===== config.mk =====
export PLATFORM = sky130hd
export DESIGN_NAME = fetch_stage
export DESIGN_NICKNAME = d
export VERILOG_FILES = /design/src/rtl/fetch_stage.sv
export SDC_FILE = /design/constraint.sdc
export NUM_CORES = 1
export LEC_CHECK = 0
export BUFFER_PORTS_ARGS = -buffer_cell sky130_fd_sc_hd__buf_2
export CORE_MARGIN = 5
export CORE_UTILIZATION = 48
export CTS_BUF_LIST = sky130_fd_sc_hd__clkbuf_4
export DETAILED_ROUTE_END_ITERATION = 7
export GPL_TIMING_DRIVEN = 0
export PLACE_DENSITY = 0.82
export SLEW_MARGIN = 20
export SYNTH_ARGS = -nofsm -noshare
export SYNTH_HDL_FRONTEND = slang
export SYNTH_SLANG_ARGS = --single-unit
export TNS_END_PERCENT = 10

===== constraint.sdc =====
create_clock -name CLK -period 1.8 [get_ports CLK]
set_input_delay 0.54 -clock CLK [delete_from_list [all_inputs] [get_ports CLK]]
set_output_delay 0.54 -clock CLK [all_outputs]
set_load 0.05 [all_outputs]

===== src/rtl/fetch_stage.sv =====
// Instruction-fetch stage: owns the PC, reads the icache and feeds IF/ID.
// Optional HALT detection is enabled with `define FETCH_HALT_DETECT_EN.
module fetch_stage #(
  parameter logic [31:0] PC_INIT = 32'h0000_0000,
  parameter logic [5:0]  HALT_OP = 6'h3F
) (
  input  logic        CLK,
  input  logic        nRST,
  input  logic        ihit,
  input  logic [31:0] imemload,
  output logic        imemREN,
  output logic [31:0] imemaddr,
  input  logic        stall,
  input  logic        branch_taken,
  input  logic [31:0] branch_addr,
  input  logic        jump_en,
  input  logic [31:0] jump_addr,
  output logic [31:0] instr,
  output logic [31:0] JALjump_addr,
  output logic        valid,
  output logic        halted
);

`ifdef FETCH_HALT_DETECT_EN
  typedef enum logic [1:0] {RUN = 2'b00, PEND = 2'b01, HALT = 2'b10} fetchState_t;
`else
  typedef enum logic [1:0] {RUN = 2'b00, PEND = 2'b01} fetchState_t;
`endif

  localparam logic [31:0] WORD_MASK = 32'hFFFF_FFFC;

  fetchState_t state;
  logic [31:0] pc;
  logic [31:0] pendPc;
  logic [31:0] pcPlus4;
  logic [31:0] target;
  logic        redirect;

  // The branch is the older instruction, so it wins over a simultaneous jump.
  assign redirect = branch_taken | jump_en;
  assign target   = (branch_taken ? branch_addr : jump_addr) & WORD_MASK;
  assign pcPlus4  = pc + 32'd4;
  assign imemaddr = pc;

`ifdef FETCH_HALT_DETECT_EN
  assign imemREN = nRST && (state != HALT);
`else
  assign imemREN = nRST;
  assign halted  = 1'b0;
  logic unusedHaltOp;
  assign unusedHaltOp = ^HALT_OP;
`endif

  // NOTE: all state here is updated with non-blocking assignments so every
  // register samples the pre-edge values regardless of statement order.
  always_ff @(posedge CLK) begin
    if (!nRST) begin
      state        <= RUN;
      pc           <= PC_INIT & WORD_MASK;
      pendPc       <= '0;
      instr        <= '0;
      JALjump_addr <= '0;
      valid        <= 1'b0;
`ifdef FETCH_HALT_DETECT_EN
      halted       <= 1'b0;
`endif
    end else begin
      case (state)
        RUN: begin
          if (redirect) begin
            instr        <= '0;
            JALjump_addr <= '0;
            valid        <= 1'b0;
            // A miss is still outstanding on the old pc; park the target.
            if (ihit) begin
              pc <= target;
            end else begin
              pendPc <= target;
              state  <= PEND;
            end
          end else if (ihit && !stall) begin
            instr        <= imemload;
            JALjump_addr <= pcPlus4;
            valid        <= 1'b1;
            pc           <= pcPlus4;
`ifdef FETCH_HALT_DETECT_EN
            if (imemload[31:26] == HALT_OP) begin
              state  <= HALT;
              halted <= 1'b1;
            end
`endif
          end else if (!ihit && !stall) begin
            instr        <= '0;
            JALjump_addr <= '0;
            valid        <= 1'b0;
          end
        end
        PEND: begin
          instr        <= '0;
          JALjump_addr <= '0;
          valid        <= 1'b0;
          if (ihit) begin
            pc    <= redirect ? target : pendPc;
            state <= RUN;
          end else if (redirect) begin
            pendPc <= target;
          end
        end
`ifdef FETCH_HALT_DETECT_EN
        HALT: begin
          instr        <= '0;
          JALjump_addr <= '0;
          valid        <= 1'b0;
          // Only a wrong-path HALT gets here with a redirect behind it.
          if (redirect) begin
            pc     <= target;
            halted <= 1'b0;
            state  <= RUN;
          end
        end
`endif
        default: begin
          state        <= RUN;
          instr        <= '0;
          JALjump_addr <= '0;
          valid        <= 1'b0;
        end
      endcase
    end
  end

endmodule


==> impl_metrics.py, run 1 <==
metrics = {
    "sta": {
        "finalCritPeriodShare": 1.005,
        "finalHoldViolCount": 0,
        "slew_viol_final": 0,
        "worstMarginPinSlew_ns": 0.7302,
        "setup_viol": 1,
        "fmax_mhz": 552.8,
        "fin_skew_ns": 0.02049,
        "relSlewSlack": 0.5132,
        "rsz0062_at_grt": "yes",
        "fin_setup_tns_ns": -0.008863,
        "layout_setup_ws_ns": -0.008863,
        "finalWorstPathRequiredPeriod_ns": 1.809,
    },
    "synthesis": {
        "synth_area_leader_cell": "dfxtp_1",
        "synth.top_cell.area_share": 0.4033,
        "ys.flop_type": "dfxtp_1",
        "ys_types": 72,
        "syn_area_per_cell_sq_um": 8.414,
        "synth_nets": 870,
        "ys_seq_area_frac": 0.4033,
        "yosys-top-cells-count": "dfxtp_1, nand2_1, nor2_1",
        "synth-edff-count": 0,
        "synth_warnings": 0,
        "synthCells": 767,
        "ys_ff_latch": 130,
        "synthesis.area_sq_um": 6454,
        "synth.most_common_cell": "dfxtp_1",
        "synthArstFlopShare": 0,
        "synth_area_leaders": "dfxtp_1, nand2_1, o211a_1",
    },
    "worst_setup_path": {
        "critPathMostFrequentCell": "buf_6",
        "path_max_fanout": 7,
        "startpoint_type": "register",
        "required_ns": 2.23,
        "crit_type": "register to register",
        "endpoint_kind": "register",
        "path_buf_inv": 2,
        "crit_chain": "nand2_2, nor4_4, buf_6, buf_6, nand4_1, xor2_1, o21ai_1",
        "path_delay_family": "simple AND/OR/NAND/NOR gates",
        "critical_path.max_stage_delay_ns": 0.45,
        "crit_path_top_delay_cell": "dfxtp_2",
        "arrival_ns": 2.24,
    },
    "placement": {
        "place_ws_ns": -0.7326,
        "placedCellCount": 1135,
        "dpl.hpwl_microns": 16780,
        "placed_area_sq_um": 7757,
        "io_buffers": 192,
        "gp_congestion": 0.9360,
    },
    "power_and_ir_drop": {
        "ir_worst_vdd_v": 0.0004372,
        "p_leak_nw": 3.927,
        "powerDensity_nw_per_um2": 770.4,
    },
    "floorplanning": {
        "dieWidth_microns": 126.0,
        "die_h_microns": 126.0,
        "start_util": 0.4893,
        "die_area_sq_um": 15860,
        "rows": 42,
        "core_area_sq_um": 13190,
        "num_io_pins": 201,
    },
    "layout": {
        "design_area_sq_um": 8467,
        "final_cells": 1190,
        "drive_gt1_frac": 0.3386,
        "final_core_utilization": 0.6419,
        "areaGrowthSynthToFinish_pct": 31.19,
        "final_nets": 1103,
        "seq_area_sq_um": 2675,
        "fillCellCount": 1128,
        "multi_input_area_sq_um": 3662,
    },
    "global_routing": {
        "grt_start_max_net_pins": 17,
        "grt_pass1_vias": 6534,
        "grt_overflow": 0,
        "grt_antenna_before_repair": 1,
        "grt_first_pass_wirelength_microns": 34730,
        "grt_usage": 0.2721,
    },
    "route": {
        "dr_total_vias": 7107,
        "route.detailed.drc": 0,
        "final_antenna_net_count": 0,
        "first_pass_iters": 5,
        "drt_iter0_markers": 814,
        "drt-vias-per-instance": 5.972,
        "routedWlPerCell_microns": 19.14,
        "routed_wl_microns": 22780,
    },
    "cts": {
        "cts_made_buffers": 17,
        "postCtsHoldBufs": 0,
        "clkTransAtPathRegs_ns": 0.13,
        "clk_latency_ns": 0.56,
        "cts_buffer_depth": 2,
        "ctsHtreeMaxLevel": 4,
        "cts.root.buffer_cell": "clkbuf_4",
        "cts_tree": "done",
        "numClockSinks": 130,
    },
    "min_path": {
        "holdCritPathClass": "input port to register",
    },
    "flow_run": {
        "cap_violations": 0,
    },
    "outcome": {
        "outcome": "finished with violations",
        "violations": "setup timing",
    },
}
[cells by family after synthesis]
family | synth area share
AOI/OAI and AO/OA | 0.2524
xor gates and xnor gates | 0.03393
adders and majority gates | 0.001938
buffers and inverters | 0.04827
DFF | 0.4033
muxes | 0.04556
other | 0.0005811
and+or+nand+nor | 0.2140
[per-layer routing]
metal / global-route usage / vias up / share of wire
li1: - / 3275 / -
met1: 0.3546 / 3256 / 0.39
met2: 0.4275 / 504 / 0.46
met3: 0.06943 / 72 / 0.11
met4: 0.1192 / 0 / 0.038
met5: 0 / - / 0
[worst register-to-register path: stages (launching register included)]
cell	delay, ns
dfxtp_2	0.45
nand2_2	0.14
nor4_4	0.24
buf_6	0.16
buf_6	0.12
nand4_1	0.23
xor2_1	0.28
o21ai_1	0.07
[placed cells by master (no fill, tap or decap), types with 6 or more instances in the layout]
cell | Yosys | final
buf_2 | 9 | 168
dfxtp_1 | 130 | 100
nand2_1 | 94 | 90
nor2_1 | 69 | 67
buf_4 | 3 | 48
a21oi_1 | 47 | 46
a22oi_1 | 39 | 39
clkbuf_1 | 53 | 34
nand3_1 | 34 | 31
o211a_1 | 31 | 31
clkbuf_4 | 0 | 30
mux2i_1 | 26 | 26
o21ai_0 | 23 | 23
dfxtp_2 | 0 | 16
xnor2_1 | 15 | 15
dfxtp_4 | 0 | 14
and3_1 | 13 | 13
clkbuf_2 | 0 | 11
xor2_1 | 10 | 10
nand2b_1 | 10 | 10
nand4_1 | 9 | 9
o22ai_1 | 9 | 9
o21ai_1 | 10 | 9
nand3b_1 | 8 | 8
o211ai_1 | 8 | 8
buf_6 | 0 | 7
nor2b_1 | 8 | 6
nor3_1 | 6 | 6
inv_1 | 7 | 6
[worst paths after layout]
kind                     from          endpoint  slack, ns  cells after the start
min reg2reg  JALjump_addr[16]  JALjump_addr[16]       0.45                      2
min              imemload[31]         instr[31]       0.20                      3
max reg2reg      imemaddr[15]  JALjump_addr[24]     -0.009                      7
max              imemaddr[15]  JALjump_addr[24]     -0.009                      7
[power by group]
| part | switching (mW) | internal, mW |
|---|---|---|
| combinational | 0.837 | 0.477 |
| sequential | 0.137 | 3.00 |
| clock | 1.19 | 0.879 |
[metrics by stage]
stage | power (mW) | hold WS [ns]
6_report | 6.523 | 0.2011
3_5_place_dp | 4.403 | 0.4380
4_1_cts | 6.448 | 0.1776
5_1_grt | 6.765 | 0.1736
2_1_floorplan | 3.980 | 0.4523
3_3_place_gp | 4.379 | 0.4318
[state kept, by name, indices dropped and copies added (netlist names)]
| signal | cells |
|---|---|
| JALjump_addr | 32 |
| imemaddr | 32 |
| instr | 32 |
| pendPc | 32 |
| state | 1 |
| valid | 1 |
[area by class of cell]
class / count / area share
plain buffers: 67 / 0.04197
diodes: 1 / 0.0002956
clock buffers: 19 / 0.01685
repair buffers: 216 / 0.1447
flip-flops and latches: 130 / 0.3159
inverters: 8 / 0.003990
clock inverters: 13 / 0.01773
well taps: 176 / 0.02601
multi-input cells: 560 / 0.4325
[repair_timing]
action | CTS | global route
cloned | 1 | 0
pin swaps | 4 | 7
setup buffers | 5 | 18
gates resized for setup | 30 | 76
endpoints found under the setup margin | 123 | 124
Power figures use the tool's default switching activity.
==> inputs of run 2 (changes only) <==
==> constraint.sdc (replaced) <==
create_clock -name CLK -period 1.8 [get_ports CLK]
set_input_delay 0.27 -clock CLK [delete_from_list [all_inputs] [get_ports CLK]]
set_output_delay 0.27 -clock CLK [all_outputs]
set_load 0.05 [all_outputs]
==> impl_metrics.py, run 2 (synthesis results as in run 1) <==
metrics = {
    "route": {
        "routed_wl_microns": 23320,
        "routedWlPerCell_microns": 19.29,
        "drt-vias-per-instance": 5.871,
        "drt_iter0_markers": 707,
        "route.detailed.drc": 0,
        "dr_total_vias": 7098,
        "final_antenna_net_count": 0,
        "first_pass_iters": 6,
    },
    "outcome": {
        "violations": "setup timing",
        "outcome": "finished with violations",
    },
    "sta": {
        "fin_skew_ns": 0.01914,
        "rsz0062_at_grt": "yes",
        "finalCritPeriodShare": 1.009,
        "finalWorstPathRequiredPeriod_ns": 1.816,
        "slew_viol_final": 0,
        "fmax_mhz": 550.5,
        "layout_setup_ws_ns": -0.01640,
        "relSlewSlack": 0.5040,
        "holdWs_ns": 0.02238,
        "worstMarginPinSlew_ns": 0.7440,
        "finalHoldViolCount": 0,
        "setup_viol": 1,
    },
    "global_routing": {
        "grt_pass1_vias": 6682,
        "met2_usage": 0.4513,
        "grt_overflow": 0,
        "grt_usage": 0.2827,
        "top_usage_layer": "met2",
        "grt_start_max_net_pins": 17,
        "use_met1": 0.3714,
        "grt_antenna_before_repair": 1,
        "grtUsageMet3": 0.06689,
        "grt_first_pass_wirelength_microns": 36080,
    },
    "worst_setup_path": {
        "startpoint_type": "register",
        "reg2reg_slack_ns": -0.02,
        "path_buf_inv": 1,
        "critical_path.max_stage_delay_ns": 0.43,
        "crit_chain": "ha_4, nand3_4, or2_1, clkbuf_8, nor3_4, a31oi_1, o221a_1",
        "required_ns": 2.26,
        "path_max_fanout": 7,
        "endpoint_kind": "register",
        "path_delay_family": "simple AND/OR/NAND/NOR gates",
        "crit_path_top_delay_cell": "dfxtp_4",
        "crit_type": "register to register",
        "arrival_ns": 2.28,
    },
    "layout": {
        "final_common_cell": "buf_2",
        "design_area_sq_um": 8528,
        "final_cell_mix": "buf_2, dfxtp_1, nand2_1",
        "areaGrowthSynthToFinish_pct": 32.14,
        "final_cells": 1209,
        "final_nets": 1122,
        "drive_gt1_frac": 0.3043,
    },
    "cts": {
        "cts.root.buffer_cell": "clkbuf_4",
        "cts_made_buffers": 17,
        "cts_buffer_depth": 2,
        "numClockSinks": 130,
        "clkTransAtPathRegs_ns": 0.13,
        "ctsHtreeMaxLevel": 4,
        "clk_latency_ns": 0.58,
        "cts_tree": "done",
    },
    "placement": {
        "placed_area_sq_um": 7711,
        "place_ws_ns": -0.5526,
        "placedCellCount": 1135,
        "io_buffers": 192,
        "dpl.hpwl_microns": 16690,
        "gp_congestion": 0.9209,
    },
    "power_and_ir_drop": {
        "finalPower_mw": 6.439,
        "powerDensity_nw_per_um2": 755.0,
        "p_leak_nw": 3.948,
        "ir_worst_vdd_v": 0.0003927,
    },
    "min_path": {
        "holdCritPathClass": "input port to register",
    },
    "floorplanning": {
        "rows": 42,
        "start_util": 0.4893,
        "num_io_pins": 201,
        "die_area_sq_um": 15860,
        "core_area_sq_um": 13190,
        "die_h_microns": 126.0,
        "dieWidth_microns": 126.0,
    },
    "flow_run": {
        "cap_violations": 0,
    },
}
## run 2: cell count changes in the layout (fill, tap and decap cells not counted), moves of 4 or more
cell           before  now
dfxtp_4            14   10
clkbuf_2           11    5
buf_4              48   16
clkbuf_4           30   20
buf_6               7    1
dlygate4sd3_1       0   33
clkbuf_1           34   41
buf_2             168  198
## run 2: tightest hold or removal path, delay by kind of cell
family	cells	cell delay, ns
AOI/OAI and AO/OA	2	0.22
buffers and inverters	1	0.09
## run 2: power breakdown
part	leakage, nW	total (mW)	switching (mW)	internal [mW]
registers	1.07	3.15	0.143	3.00
clock network	0.150	2.00	1.27	0.725
logic	2.72	1.30	0.830	0.468
total	3.95	6.44	2.24	4.20
## run 2: stage by stage
| stage | TNS [ns] | utilization |
|---|---|---|
| 2_1_floorplan | -0.007368 | - |
| 3_3_place_gp | -37.04 | 0.5846 |
| 3_5_place_dp | -38.21 | 0.5846 |
| 4_1_cts | -0.2490 | 0.6340 |
| 5_1_grt | -0.2817 | 0.6466 |
| 6_report | -0.01640 | 0.6466 |
## run 2: cell type report
class                      instances  area, sq um
tap                              176        220.2
inverter                           8        33.78
timing repair buffer             238         1389
antenna                            1        2.502
clock inverter                    15        145.1
buffer                            64        305.3
sequential                       130         2661
multi-input combinational        560         3643
fill                            1114         4662
clock buffer                      17        127.6
## run 2: what timing repair did
item | CTS | global route
pin swaps | 2 | 10
cloned | 0 | 0
endpoints found under the setup margin | 38 | 89
setup buffers | 0 | 13
gates resized for setup | 20 | 30
hold buffers | 33 | 0
endpoints found under the hold margin | 33 | 0
## run 2: worst paths after layout
| check | startpoint | to | depth (start not counted) |
|---|---|---|---|
| max | imemaddr[2] | imemaddr[16] | 7 |
| min | branch_addr[5] | imemaddr[5] | 3 |
| max reg2reg | imemaddr[2] | imemaddr[16] | 7 |
| min reg2reg | JALjump_addr[21] | JALjump_addr[21] | 2 |
## run 2: routing by layer
layer,part of all wire,up-vias
met5,0,-
met4,0.035,0
met3,0.11,83
met2,0.46,484
met1,0.39,3222
li1,-,3309
==> inputs of run 3 (changes only) <==
--- a/config.mk
+++ b/config.mk
@@ -12,6 +12,7 @@
 export DETAILED_ROUTE_END_ITERATION = 7
 export GPL_TIMING_DRIVEN = 0
 export PLACE_DENSITY = 0.82
+export SETUP_SLACK_MARGIN = 0.3
 export SLEW_MARGIN = 20
 export SYNTH_ARGS = -nofsm -noshare
 export SYNTH_HDL_FRONTEND = slang
==> constraint.sdc (replaced) <==
create_clock -name CLK -period 1.56 [get_ports CLK]
set_input_delay 0 -clock CLK [delete_from_list [all_inputs] [get_ports CLK]]
set_output_delay 0 -clock CLK [all_outputs]
set_load 0.05 [all_outputs]
==> impl_metrics.py, run 3 (synthesis results as in run 1) <==
metrics = {
    "sta": {
        "finalCritPeriodShare": 1.174,
        "fmax_mhz": 545.8,
        "layout_setup_ws_ns": -0.2721,
        "finalHoldViolCount": 0,
        "relSlewSlack": 0.4398,
        "rsz0062_at_grt": "yes",
        "slew_viol_final": 0,
        "holdWs_ns": 0.002664,
        "fin_skew_ns": 0.01586,
        "worstMarginPinSlew_ns": 0.8404,
        "finalWorstPathRequiredPeriod_ns": 1.832,
        "setup_viol": 43,
        "fin_setup_tns_ns": -5.776,
    },
    "worst_setup_path": {
        "startpoint_type": "register",
        "path_max_fanout": 10,
        "critical_path.max_stage_delay_ns": 0.42,
        "arrival_ns": 2.34,
        "crit_chain": "nand2_2, nor4_4, buf_6, nand4_1, xor2_1, o21ai_1",
        "endpoint_kind": "register",
        "crit_path_top_delay_cell": "nor4_4",
        "crit_type": "register to register",
        "path_buf_inv": 1,
        "path_delay_family": "simple AND/OR/NAND/NOR gates",
        "required_ns": 2.07,
    },
    "layout": {
        "areaGrowthSynthToFinish_pct": 59.21,
        "final_cells": 1314,
        "final_core_utilization": 0.7790,
        "final_nets": 1227,
        "drive_gt1_frac": 0.3729,
        "final_cell_mix": "buf_2, dfxtp_1, dlygate4sd3_1",
        "final_common_cell": "buf_2",
    },
    "power_and_ir_drop": {
        "clockPowerShare": 0.277,
        "pwr-share-comb": 0.259,
        "finalPower_mw": 7.802,
        "p_leak_nw": 4.643,
        "swShare": 0.3612,
        "switching_power_mw": 2.818,
        "seqPwrFrac": 0.464,
        "intPower_mw": 4.984,
        "ir_worst_vdd_v": 0.0004430,
        "powerDensity_nw_per_um2": 759.4,
    },
    "global_routing": {
        "grt_pass1_vias": 7634,
        "grt_overflow": 0,
        "grt_start_max_net_pins": 17,
        "grt_first_pass_wirelength_microns": 41650,
        "grt_antenna_before_repair": 1,
        "grt_usage": 0.3275,
    },
    "placement": {
        "dpl.hpwl_microns": 16640,
        "placedCellCount": 1135,
        "gp_congestion": 0.9297,
        "io_buffers": 192,
    },
    "floorplanning": {
        "die_area_sq_um": 15860,
        "dieWidth_microns": 126.0,
        "die_h_microns": 126.0,
        "num_io_pins": 201,
        "rows": 42,
        "core_area_sq_um": 13190,
        "start_util": 0.4893,
    },
    "outcome": {
        "outcome": "finished with violations",
        "violations": "setup timing",
    },
    "route": {
        "route.detailed.drc": 0,
        "routed_wl_microns": 30230,
        "drt-vias-per-instance": 6.349,
        "final_antenna_net_count": 0,
        "drt_iter0_markers": 1123,
        "dr_total_vias": 8343,
        "first_pass_iters": 6,
        "routedWlPerCell_microns": 23.00,
    },
    "flow_run": {
        "cap_violations": 0,
    },
    "cts": {
        "ctsHtreeMaxLevel": 4,
        "cts_buffer_depth": 2,
        "cts_tree": "done",
        "clk_latency_ns": 0.59,
        "clkTransAtPathRegs_ns": 0.14,
        "numClockSinks": 130,
        "cts.root.buffer_cell": "clkbuf_4",
        "cts_made_buffers": 17,
    },
    "min_path": {
        "holdCritPathClass": "input port to register",
    },
}
run 3: final cells by class:
type / count / area, sq um
diodes: 1 / 2.502
plain buffers: 69 / 455.4
clock buffers: 17 / 127.6
clock inverters: 15 / 122.6
fillers: 763 / 2915
inverters: 8 / 30.03
multi-input cells: 560 / 4044
flip-flops and latches: 130 / 2698
well taps: 176 / 220.2
repair buffers: 338 / 2575
run 3: path summary, 6_finish.rpt:
check | slack (ns) | to | from | cells past startpoint
worst max-delay path | -0.27 | JALjump_addr[24] | imemaddr[19] | 6
worst min register to register | 0.45 | JALjump_addr[16] | JALjump_addr[16] | 2
worst max register to register | -0.27 | JALjump_addr[24] | imemaddr[19] | 6
worst min-delay path | 0.003 | imemaddr[30] | nRST | 4
run 3: metrics by stage:
| stage | instance area, sq um | worst slack, ns |
|---|---|---|
| global route | 10270 | -0.3415 |
| CTS | 9634 | -0.2196 |
| detailed placement | 7815 | -0.5374 |
| global placement | 7815 | -0.5309 |
| finish | 10270 | -0.2721 |
| floorplan | 6634 | -0.1707 |
run 3: layer usage:
metal,part of all wire,vias to the layer above,track usage
met5,0,-,0
met3,0.11,195,0.07663
met2,0.46,784,0.5368
met1,0.35,3846,0.3958
met4,0.074,0,0.1830
li1,-,3518,-
run 3: timing repair:
| action | CTS | global route |
|---|---|---|
| gates cloned | 1 | 0 |
| pin swaps | 28 | 36 |
| hold buffers | 92 | 2 |
| setup buffers | 28 | 23 |
| hold endpoints to repair | 88 | 10 |
| setup endpoints to repair | 144 | 174 |
| gates resized for setup | 114 | 123 |
run 3: tightest hold or removal path: stages:
cell	delay [ns]
buf_2	0.16
and2_1	0.23
a2bb2oi_1	0.11
nand3_2	0.06
run 3: power by group through the flow:
stage	Combinational, mW	Sequential (mW)	Clock, mW
after floorplan	0.673	3.91	0
after global placement	1.37	3.67	0
after detailed placement	1.38	3.68	0
after CTS	1.75	3.60	2.13
after global routing	2.10	3.64	2.30
final	2.02	3.62	2.16
